**src/rtl/matvec_mem_engine_pkg.sv**
```systemverilog
// Shared FSM state type, default sizes and accumulator width helpers
// for the streaming matrix-vector engine.
package matvec_pkg;

  typedef enum logic [2:0] {
    S_IDLE,
    S_B_REQ,
    S_B_WAIT,
    S_A_REQ,
    S_A_WAIT,
    S_FINISH
  } state_t;

  localparam int DEF_DATA_WIDTH = 8;
  localparam int DEF_ROWS       = 8;
  localparam int DEF_COLS       = 8;
  localparam int DEF_ADDR_WIDTH = 32;
  localparam int DEF_AVM_WIDTH  = 32;

  // A dot product of COLS full-scale products cannot overflow this width.
  function automatic int acc_width(input int data_width, input int cols);
    return 2 * data_width + $clog2(cols);
  endfunction

  function automatic int sum_width(input int data_width, input int cols, input int rows);
    return acc_width(data_width, cols) + $clog2(rows);
  endfunction

endpackage

```
**src/rtl/matvec_mem_engine_if.sv**
```systemverilog
// Avalon-MM read-only bus between the engine (master) and memory (slave).
interface matvec_mem_engine_if #(
  parameter int ADDR_WIDTH = matvec_pkg::DEF_ADDR_WIDTH,
  parameter int AVM_WIDTH  = matvec_pkg::DEF_AVM_WIDTH
) ();

  logic [ADDR_WIDTH-1:0] avm_address;
  logic                  avm_read;
  logic                  avm_waitrequest;
  logic [AVM_WIDTH-1:0]  avm_readdata;
  logic                  avm_readdatavalid;

  modport master (
    output avm_address,
    output avm_read,
    input  avm_waitrequest,
    input  avm_readdata,
    input  avm_readdatavalid
  );

  modport slave (
    input  avm_address,
    input  avm_read,
    output avm_waitrequest,
    output avm_readdata,
    output avm_readdatavalid
  );

endinterface

```
**src/rtl/matvec_mem_engine_mac_unit.sv**
```systemverilog
// Multiply-accumulate stage: combinational product plus running sum,
// with a registered accumulator that can be cleared or advanced.
module mac_unit #(
  parameter int DATA_WIDTH = 8,
  parameter int ACC_WIDTH  = 19,
  parameter int SIGNED     = 0
) (
  input  logic                  clk,
  input  logic                  rst_n,
  input  logic                  clear_i,
  input  logic                  add_i,
  input  logic [DATA_WIDTH-1:0] a_i,
  input  logic [DATA_WIDTH-1:0] b_i,
  output logic [ACC_WIDTH-1:0]  total_o
);

  localparam int PROD_WIDTH = 2 * DATA_WIDTH;
  localparam int EXT_WIDTH  = ACC_WIDTH - PROD_WIDTH;

  logic [ACC_WIDTH-1:0] prod;
  logic [ACC_WIDTH-1:0] acc_q;
  logic [ACC_WIDTH-1:0] acc_d;

  if (SIGNED != 0) begin : g_signed
    logic signed [PROD_WIDTH-1:0] p_s;
    assign p_s  = PROD_WIDTH'($signed(a_i)) * PROD_WIDTH'($signed(b_i));
    assign prod = {{EXT_WIDTH{p_s[PROD_WIDTH-1]}}, p_s};
  end else begin : g_unsigned
    logic [PROD_WIDTH-1:0] p_u;
    assign p_u  = PROD_WIDTH'(a_i) * PROD_WIDTH'(b_i);
    assign prod = {{EXT_WIDTH{1'b0}}, p_u};
  end

  assign acc_d   = acc_q + prod;
  assign total_o = acc_d;

  always_ff @(posedge clk) begin
    if (!rst_n || clear_i) begin
      acc_q <= '0;
    end else if (add_i) begin
      acc_q <= acc_d;
    end
  end

endmodule

```
**src/rtl/matvec_mem_engine.sv**
```systemverilog
// Matrix-vector engine: reads B, then streams A row-major over Avalon-MM and
// accumulates C = A*B on the fly (A is never buffered), plus sum(C).
module matvec_mem_engine
  import matvec_pkg::*;
#(
  parameter int DATA_WIDTH = DEF_DATA_WIDTH,
  parameter int ROWS       = DEF_ROWS,
  parameter int COLS       = DEF_COLS,
  parameter int SIGNED     = 0,
  parameter int ADDR_WIDTH = DEF_ADDR_WIDTH,
  parameter int AVM_WIDTH  = DEF_AVM_WIDTH,
  localparam int ACC_WIDTH = acc_width(DATA_WIDTH, COLS),
  localparam int SUM_WIDTH = sum_width(DATA_WIDTH, COLS, ROWS)
) (
  input  logic                  clk,
  input  logic                  rst_n,
  input  logic                  start,
  input  logic [ADDR_WIDTH-1:0] a_base,
  input  logic [ADDR_WIDTH-1:0] b_base,
  matvec_mem_engine_if.master   avm,
  output logic                  busy,
  output logic                  done,
  output logic [ACC_WIDTH-1:0]  c_vector [ROWS],
  output logic [SUM_WIDTH-1:0]  sum
);

  localparam int STRIDE = AVM_WIDTH / 8;
  localparam int COL_W  = $clog2(COLS);
  localparam int ROW_W  = (ROWS > 1) ? $clog2(ROWS) : 1;
  localparam int IDX_W  = $clog2(ROWS * COLS);
  localparam logic [COL_W-1:0] COL_LAST = COL_W'(COLS - 1);
  localparam logic [ROW_W-1:0] ROW_LAST = ROW_W'(ROWS - 1);

  state_t                state_q, state_d;
  logic [COL_W-1:0]      col_q, col_d;
  logic [ROW_W-1:0]      row_q, row_d;
  logic [IDX_W-1:0]      idx_q, idx_d;
  logic [ADDR_WIDTH-1:0] a_base_q, b_base_q;
  logic [DATA_WIDTH-1:0] b_q [COLS];
  logic [ACC_WIDTH-1:0]  c_q [ROWS];
  logic [SUM_WIDTH-1:0]  sum_q;

  logic                  launch, b_beat, a_beat, row_done, mac_clear, mac_add;
  logic [DATA_WIDTH-1:0] rd_elem;
  logic [ACC_WIDTH-1:0]  row_total;
  logic [SUM_WIDTH-1:0]  row_total_ext;

  assign rd_elem   = avm.avm_readdata[DATA_WIDTH-1:0];
  assign launch    = (state_q == S_IDLE) && start;
  assign b_beat    = (state_q == S_B_WAIT) && avm.avm_readdatavalid;
  assign a_beat    = (state_q == S_A_WAIT) && avm.avm_readdatavalid;
  assign row_done  = a_beat && (col_q == COL_LAST);
  assign mac_clear = launch || row_done;
  assign mac_add   = a_beat && !row_done;

  if (AVM_WIDTH > DATA_WIDTH) begin : g_unused_rdata
    logic unused_rdata;
    assign unused_rdata = ^avm.avm_readdata[AVM_WIDTH-1:DATA_WIDTH];
  end

  mac_unit #(
    .DATA_WIDTH (DATA_WIDTH),
    .ACC_WIDTH  (ACC_WIDTH),
    .SIGNED     (SIGNED)
  ) u_mac (
    .clk     (clk),
    .rst_n   (rst_n),
    .clear_i (mac_clear),
    .add_i   (mac_add),
    .a_i     (rd_elem),
    .b_i     (b_q[col_q]),
    .total_o (row_total)
  );

  // Row results widen into the sum with the same signedness as the elements.
  assign row_total_ext = {{(SUM_WIDTH - ACC_WIDTH){(SIGNED != 0) && row_total[ACC_WIDTH-1]}},
                          row_total};

  always_comb begin
    state_d         = state_q;
    col_d           = col_q;
    row_d           = row_q;
    idx_d           = idx_q;
    avm.avm_read    = 1'b0;
    avm.avm_address = '0;
    busy            = 1'b1;
    done            = 1'b0;
    unique case (state_q)
      S_IDLE: begin
        busy = 1'b0;
        if (start) begin
          state_d = S_B_REQ;
          col_d   = '0;
          row_d   = '0;
          idx_d   = '0;
        end
      end
      S_B_REQ, S_A_REQ: begin
        avm.avm_read    = 1'b1;
        avm.avm_address = ((state_q == S_A_REQ) ? a_base_q : b_base_q)
                          + ADDR_WIDTH'(idx_q) * ADDR_WIDTH'(STRIDE);
        if (!avm.avm_waitrequest) begin
          state_d = (state_q == S_A_REQ) ? S_A_WAIT : S_B_WAIT;
        end
      end
      S_B_WAIT: begin
        if (avm.avm_readdatavalid) begin
          if (col_q == COL_LAST) begin
            state_d = S_A_REQ;
            col_d   = '0;
            idx_d   = '0;
          end else begin
            state_d = S_B_REQ;
            col_d   = col_q + 1'b1;
            idx_d   = idx_q + 1'b1;
          end
        end
      end
      S_A_WAIT: begin
        if (avm.avm_readdatavalid) begin
          idx_d = idx_q + 1'b1;
          if (col_q == COL_LAST) begin
            col_d = '0;
            if (row_q == ROW_LAST) begin
              state_d = S_FINISH;
            end else begin
              row_d   = row_q + 1'b1;
              state_d = S_A_REQ;
            end
          end else begin
            col_d   = col_q + 1'b1;
            state_d = S_A_REQ;
          end
        end
      end
      S_FINISH: begin
        done    = 1'b1;
        state_d = S_IDLE;
      end
      default: state_d = S_IDLE;
    endcase
  end

  always_ff @(posedge clk) begin
    if (!rst_n) begin
      state_q <= S_IDLE;
      col_q   <= '0;
      row_q   <= '0;
      idx_q   <= '0;
    end else begin
      state_q <= state_d;
      col_q   <= col_d;
      row_q   <= row_d;
      idx_q   <= idx_d;
    end
  end

  always_ff @(posedge clk) begin
    if (!rst_n) begin
      a_base_q <= '0;
      b_base_q <= '0;
      sum_q    <= '0;
      for (int i = 0; i < ROWS; i++) c_q[i] <= '0;
      for (int i = 0; i < COLS; i++) b_q[i] <= '0;
    end else begin
      if (launch) begin
        a_base_q <= a_base;
        b_base_q <= b_base;
        sum_q    <= '0;
        for (int i = 0; i < ROWS; i++) c_q[i] <= '0;
      end
      if (b_beat) begin
        b_q[col_q] <= rd_elem;
      end
      if (row_done) begin
        c_q[row_q] <= row_total;
        sum_q      <= sum_q + row_total_ext;
      end
    end
  end

  assign c_vector = c_q;
  assign sum      = sum_q;

endmodule

```
**src/flat_wrapper.sv**
```systemverilog
// flat-port wrapper written by rule: the top's interface ports become plain ports
module matvec_mem_engine_flat import matvec_pkg::*;
#(
  parameter int DATA_WIDTH = DEF_DATA_WIDTH,
  parameter int ROWS       = DEF_ROWS,
  parameter int COLS       = DEF_COLS,
  parameter int SIGNED     = 0,
  parameter int ADDR_WIDTH = DEF_ADDR_WIDTH,
  parameter int AVM_WIDTH  = DEF_AVM_WIDTH,
  localparam int ACC_WIDTH = acc_width(DATA_WIDTH, COLS),
  localparam int SUM_WIDTH = sum_width(DATA_WIDTH, COLS, ROWS)
)
  (clk, rst_n, start, a_base, b_base, busy, done, c_vector, sum, avm_avm_address, avm_avm_read, avm_avm_waitrequest, avm_avm_readdata, avm_avm_readdatavalid);
  matvec_mem_engine_if #(.ADDR_WIDTH(ADDR_WIDTH), .AVM_WIDTH(AVM_WIDTH)) avm_i ();
  input  logic clk;
  input  logic rst_n;
  input  logic start;
  input  logic [ADDR_WIDTH-1:0] a_base;
  input  logic [ADDR_WIDTH-1:0] b_base;
  output logic busy;
  output logic done;
  output logic [ACC_WIDTH-1:0] c_vector[ROWS];
  output logic [SUM_WIDTH-1:0] sum;
  output wire logic [$bits(avm_i.avm_address)-1:0] avm_avm_address;
  output wire logic [$bits(avm_i.avm_read)-1:0] avm_avm_read;
  input wire logic [$bits(avm_i.avm_waitrequest)-1:0] avm_avm_waitrequest;
  input wire logic [$bits(avm_i.avm_readdata)-1:0] avm_avm_readdata;
  input wire logic [$bits(avm_i.avm_readdatavalid)-1:0] avm_avm_readdatavalid;
  assign avm_avm_address = avm_i.avm_address;
  assign avm_avm_read = avm_i.avm_read;
  assign avm_i.avm_waitrequest = avm_avm_waitrequest;
  assign avm_i.avm_readdata = avm_avm_readdata;
  assign avm_i.avm_readdatavalid = avm_avm_readdatavalid;
  matvec_mem_engine #(.DATA_WIDTH(DATA_WIDTH), .ROWS(ROWS), .COLS(COLS), .SIGNED(SIGNED), .ADDR_WIDTH(ADDR_WIDTH), .AVM_WIDTH(AVM_WIDTH)) u_core (.clk(clk), .rst_n(rst_n), .start(start), .a_base(a_base), .b_base(b_base), .avm(avm_i), .busy(busy), .done(done), .c_vector(c_vector), .sum(sum));
endmodule
```
**config.mk**
```make
export PLATFORM = sky130hd
export DESIGN_NAME = matvec_mem_engine_flat
export DESIGN_NICKNAME = d
export VERILOG_FILES = /design/src/rtl/matvec_mem_engine_pkg.sv /design/src/rtl/matvec_mem_engine_if.sv /design/src/rtl/matvec_mem_engine_mac_unit.sv /design/src/rtl/matvec_mem_engine.sv /design/src/flat_wrapper.sv
export SDC_FILE = /design/constraint.sdc
export NUM_CORES = 1
export LEC_CHECK = 0
export ABC_AREA = 1
export CAP_MARGIN = 5
export CELL_PAD_IN_SITES_DETAIL_PLACEMENT = 1
export CELL_PAD_IN_SITES_GLOBAL_PLACEMENT = 2
export CORE_UTILIZATION = 28
export DETAILED_ROUTE_END_ITERATION = 7
export PLACE_DENSITY_LB_ADDON = 0.1
export SLEW_MARGIN = 20
export SYNTH_ARGS = -nofsm -noshare
export SYNTH_HDL_FRONTEND = slang
export SYNTH_HIERARCHICAL = 1
export SYNTH_SLANG_ARGS = --single-unit
```
**constraint.sdc**
```tcl
create_clock -name clk -period 6.3 [get_ports clk]
set_input_delay 0.945 -clock clk [delete_from_list [all_inputs] [get_ports clk]]
set_output_delay 0.945 -clock clk [all_outputs]
set_load 0.05 [all_outputs]
```
==> impl_metrics.ini <==
[setup_path]
required_ps = 6770
critical_path_class = reg -> reg
crit_arrival_ps = 6450
worst-path-max-fanout = 7
critPathMaxStageDelay_ps = 560
start_kind = flip-flop
crit_slowest_cell = fa_1
r2r_cells = 33
r2r_slack_ps = 320
end_kind = flip-flop
path_buf_inv = 8
path_depth = 33
r2r-end = u_core/sum[21]
cpLargestDelayFamily = adder cells
critPathCapture = u_core/sum[21]
crit_top_cell = nand2_1

[floorplan]
start_util = 0.285
ioPinCount = 310
die_w_um = 262
num_rows = 94
dieHeight_um = 262
core_area_um2 = 66300
die_area_um2 = 68600

[logic_synthesis]
yosysWarnings = 6
synth-edff-count = 64
yosys-top-cells-count = 488 x nor2_1, 410 x nand2_1, 285 x inv_1, 275 x dfxtp_1, 263 x o21ai_0
yosysSeqAreaShare = 0.393
synth_area_per_cell_um2 = 7.36
synth_most_common_cell = nor2_1
synth.net_count = 2794
yosys.area.top_type = dfxtp_1
synth_area_leaders = dfxtp_1 29%, edfxtp_1 10%, nor2_1 9.7%, nand2_1 8.1%, o21ai_0 7.0%
synth_top_area_share = 0.291
async_flop_share = 0
netlist-cell-type-count = 50
netlist_instances = 2569
synthesis.area_um2 = 18900
synth_flop_cell = dfxtp_1
ys_seq_elements = 339

[sta]
slew_headroom = 0.375
skew_ps = 22.4
fmax_ghz = 0.167
fin_crit_sh = 0.949
slew_violations = 0
min_period_ps = 5980
setup_viol = 0
hold_viol = 0
worst_pin_slew_ps = 938

[clocking]
clock_latency_ps = 580
clk_pin_slew_ps = 60
cts.sinks = 339
cts_tree = built
cts_max_level = 2
ctsLongestPathBuffers = 3
cts_made_buffers = 44
cts_hold_buf = 0
cts-root-buf = clkbuf_16

[cells_and_area]
area_growth_pct = 34.6
fill_cells = 8010
postLayoutCellArea_um2 = 25400
drive_above_1_share = 0.145
utilization = 0.384
nets = 3138

[route]
dr.first_iter.drc_count = 773
wl_mm = 74.6
vias = 18100
viasPerCell = 4.73
wl_per_cell_um = 19.6
drt_pass1_iterations = 4
drc = 0
ant_nets = 0

[grt]
grt-ovfl-total = 0
grt_pass1_wl_mm = 112
grt_pass1_vias = 18800
antenna_found_initial = 5
grt_start_max_net_pins = 101
grt_usage = 0.213

[placed_design]
dp_hpwl_mm = 54.8
place_area_um2 = 23200
place_congestion = 0.818
port_buffers = 285

[run_status]
status = finished, final reports clean

[min_path]
hold_class = reg -> reg

[flow_run]
cap_violations = 0
worst min-delay path by stage:
| stage | from | to | slack, ps | cells after the start |
|---|---|---|---|---|
| 2_1_floorplan | u_core/a_base_q[2] | u_core/a_base_q[2] | 420 | 2 |
| 3_5_place_dp | u_core/a_base_q[6] | u_core/a_base_q[6] | 440 | 2 |
| 4_1_cts | u_core/a_base_q[6] | u_core/a_base_q[6] | 450 | 2 |
| 3_3_place_gp | u_core/a_base_q[6] | u_core/a_base_q[6] | 440 | 2 |
| 6_report | u_core/a_base_q[6] | u_core/a_base_q[6] | 450 | 2 |
| 5_1_grt | u_core/b_base_q[0] | u_core/b_base_q[0] | 480 | 2 |
cell families (layout without fill, tap and decap cells):
group	after synthesis	after routing	share of synthesized area
simple gates	1089	1089	0.245
compound gates	574	574	0.158
buf+inv	433	813	0.0958
flops	339	339	0.393
fa+ha+maj	124	124	0.103
xor+xnor	10	10	0.00503
other cells	0	2	0
metrics by stage:
stage          setup WS [ps]  instances  hold slack, ps  TNS [ps]
2_1_floorplan            460       2569             425         0
3_3_place_gp            -237       3720             436     -1500
3_5_place_dp            -262       3720             444     -1700
4_1_cts                 6.33       3802             453         0
5_1_grt                -26.5       3815             478      -145
6_report                 319       3815             455         0
worst register-to-register path, delay by kind of cell (launching register included):
kind | cells | cell delay (ps)
flops | 1 | 330
fa+ha+maj | 6 | 2610
simple gates | 15 | 1240
xor+xnor | 1 | 210
buf+inv | 8 | 930
compound gates | 3 | 530
state kept, by name, indices dropped and copies added (netlist names), named ones only:
name and count:
u_core/idx_q 6, u_core/b_q 64, u_core/c_vector 152, u_core/b_base_q 32, u_core/a_base_q 32, u_core/row_q 3
u_core/u_mac/acc_q 19, u_core/col_q 3, u_core/state_q 3, u_core/sum 22
routing by layer:
layer | up-vias | GRT usage | routed length [um]
met5 | - | 0 | 21
met4 | 4 | 0.0604 | 1870
met3 | 98 | 0.0441 | 3650
met2 | 282 | 0.360 | 35700
met1 | 8731 | 0.274 | 33400
li1 | 8945 | - | -
placed cells by master (no fill, tap or decap), types with 53 or more instances in the layout:
cell / instances
edfxtp_1: 64
dfxtp_1: 274
a21oi_1: 232
inv_1: 282
clkdlybuf4s50_1: 284
nand3_1: 58
ha_1: 53
nor2_1: 477
buf_4: 133
o21ai_0: 249
nand2_2: 62
nand2_1: 385
layout make-up:
| type | count | area, um^2 | area share |
|---|---|---|---|
| multi-input combinational | 1797 | 10300 | 0.404 |
| sequential | 339 | 7430 | 0.292 |
| timing repair buffer | 425 | 3960 | 0.156 |
| clock buffer | 60 | 1220 | 0.0480 |
| inverter | 306 | 1160 | 0.0456 |
| tap | 864 | 1080 | 0.0425 |
| clock inverter | 22 | 309 | 0.0121 |
| antenna | 2 | 5.00 | 0.000197 |
repair_timing:
action	in CTS	in global routing
setup endpoints to repair	10	15
pin swaps	0	42
gates cloned	0	1
resized for setup	18	120
buffers inserted	0	10
Power is not shown: default switching activity piles up to over one toggle a cycle in this logic, so the estimate is an artifact.
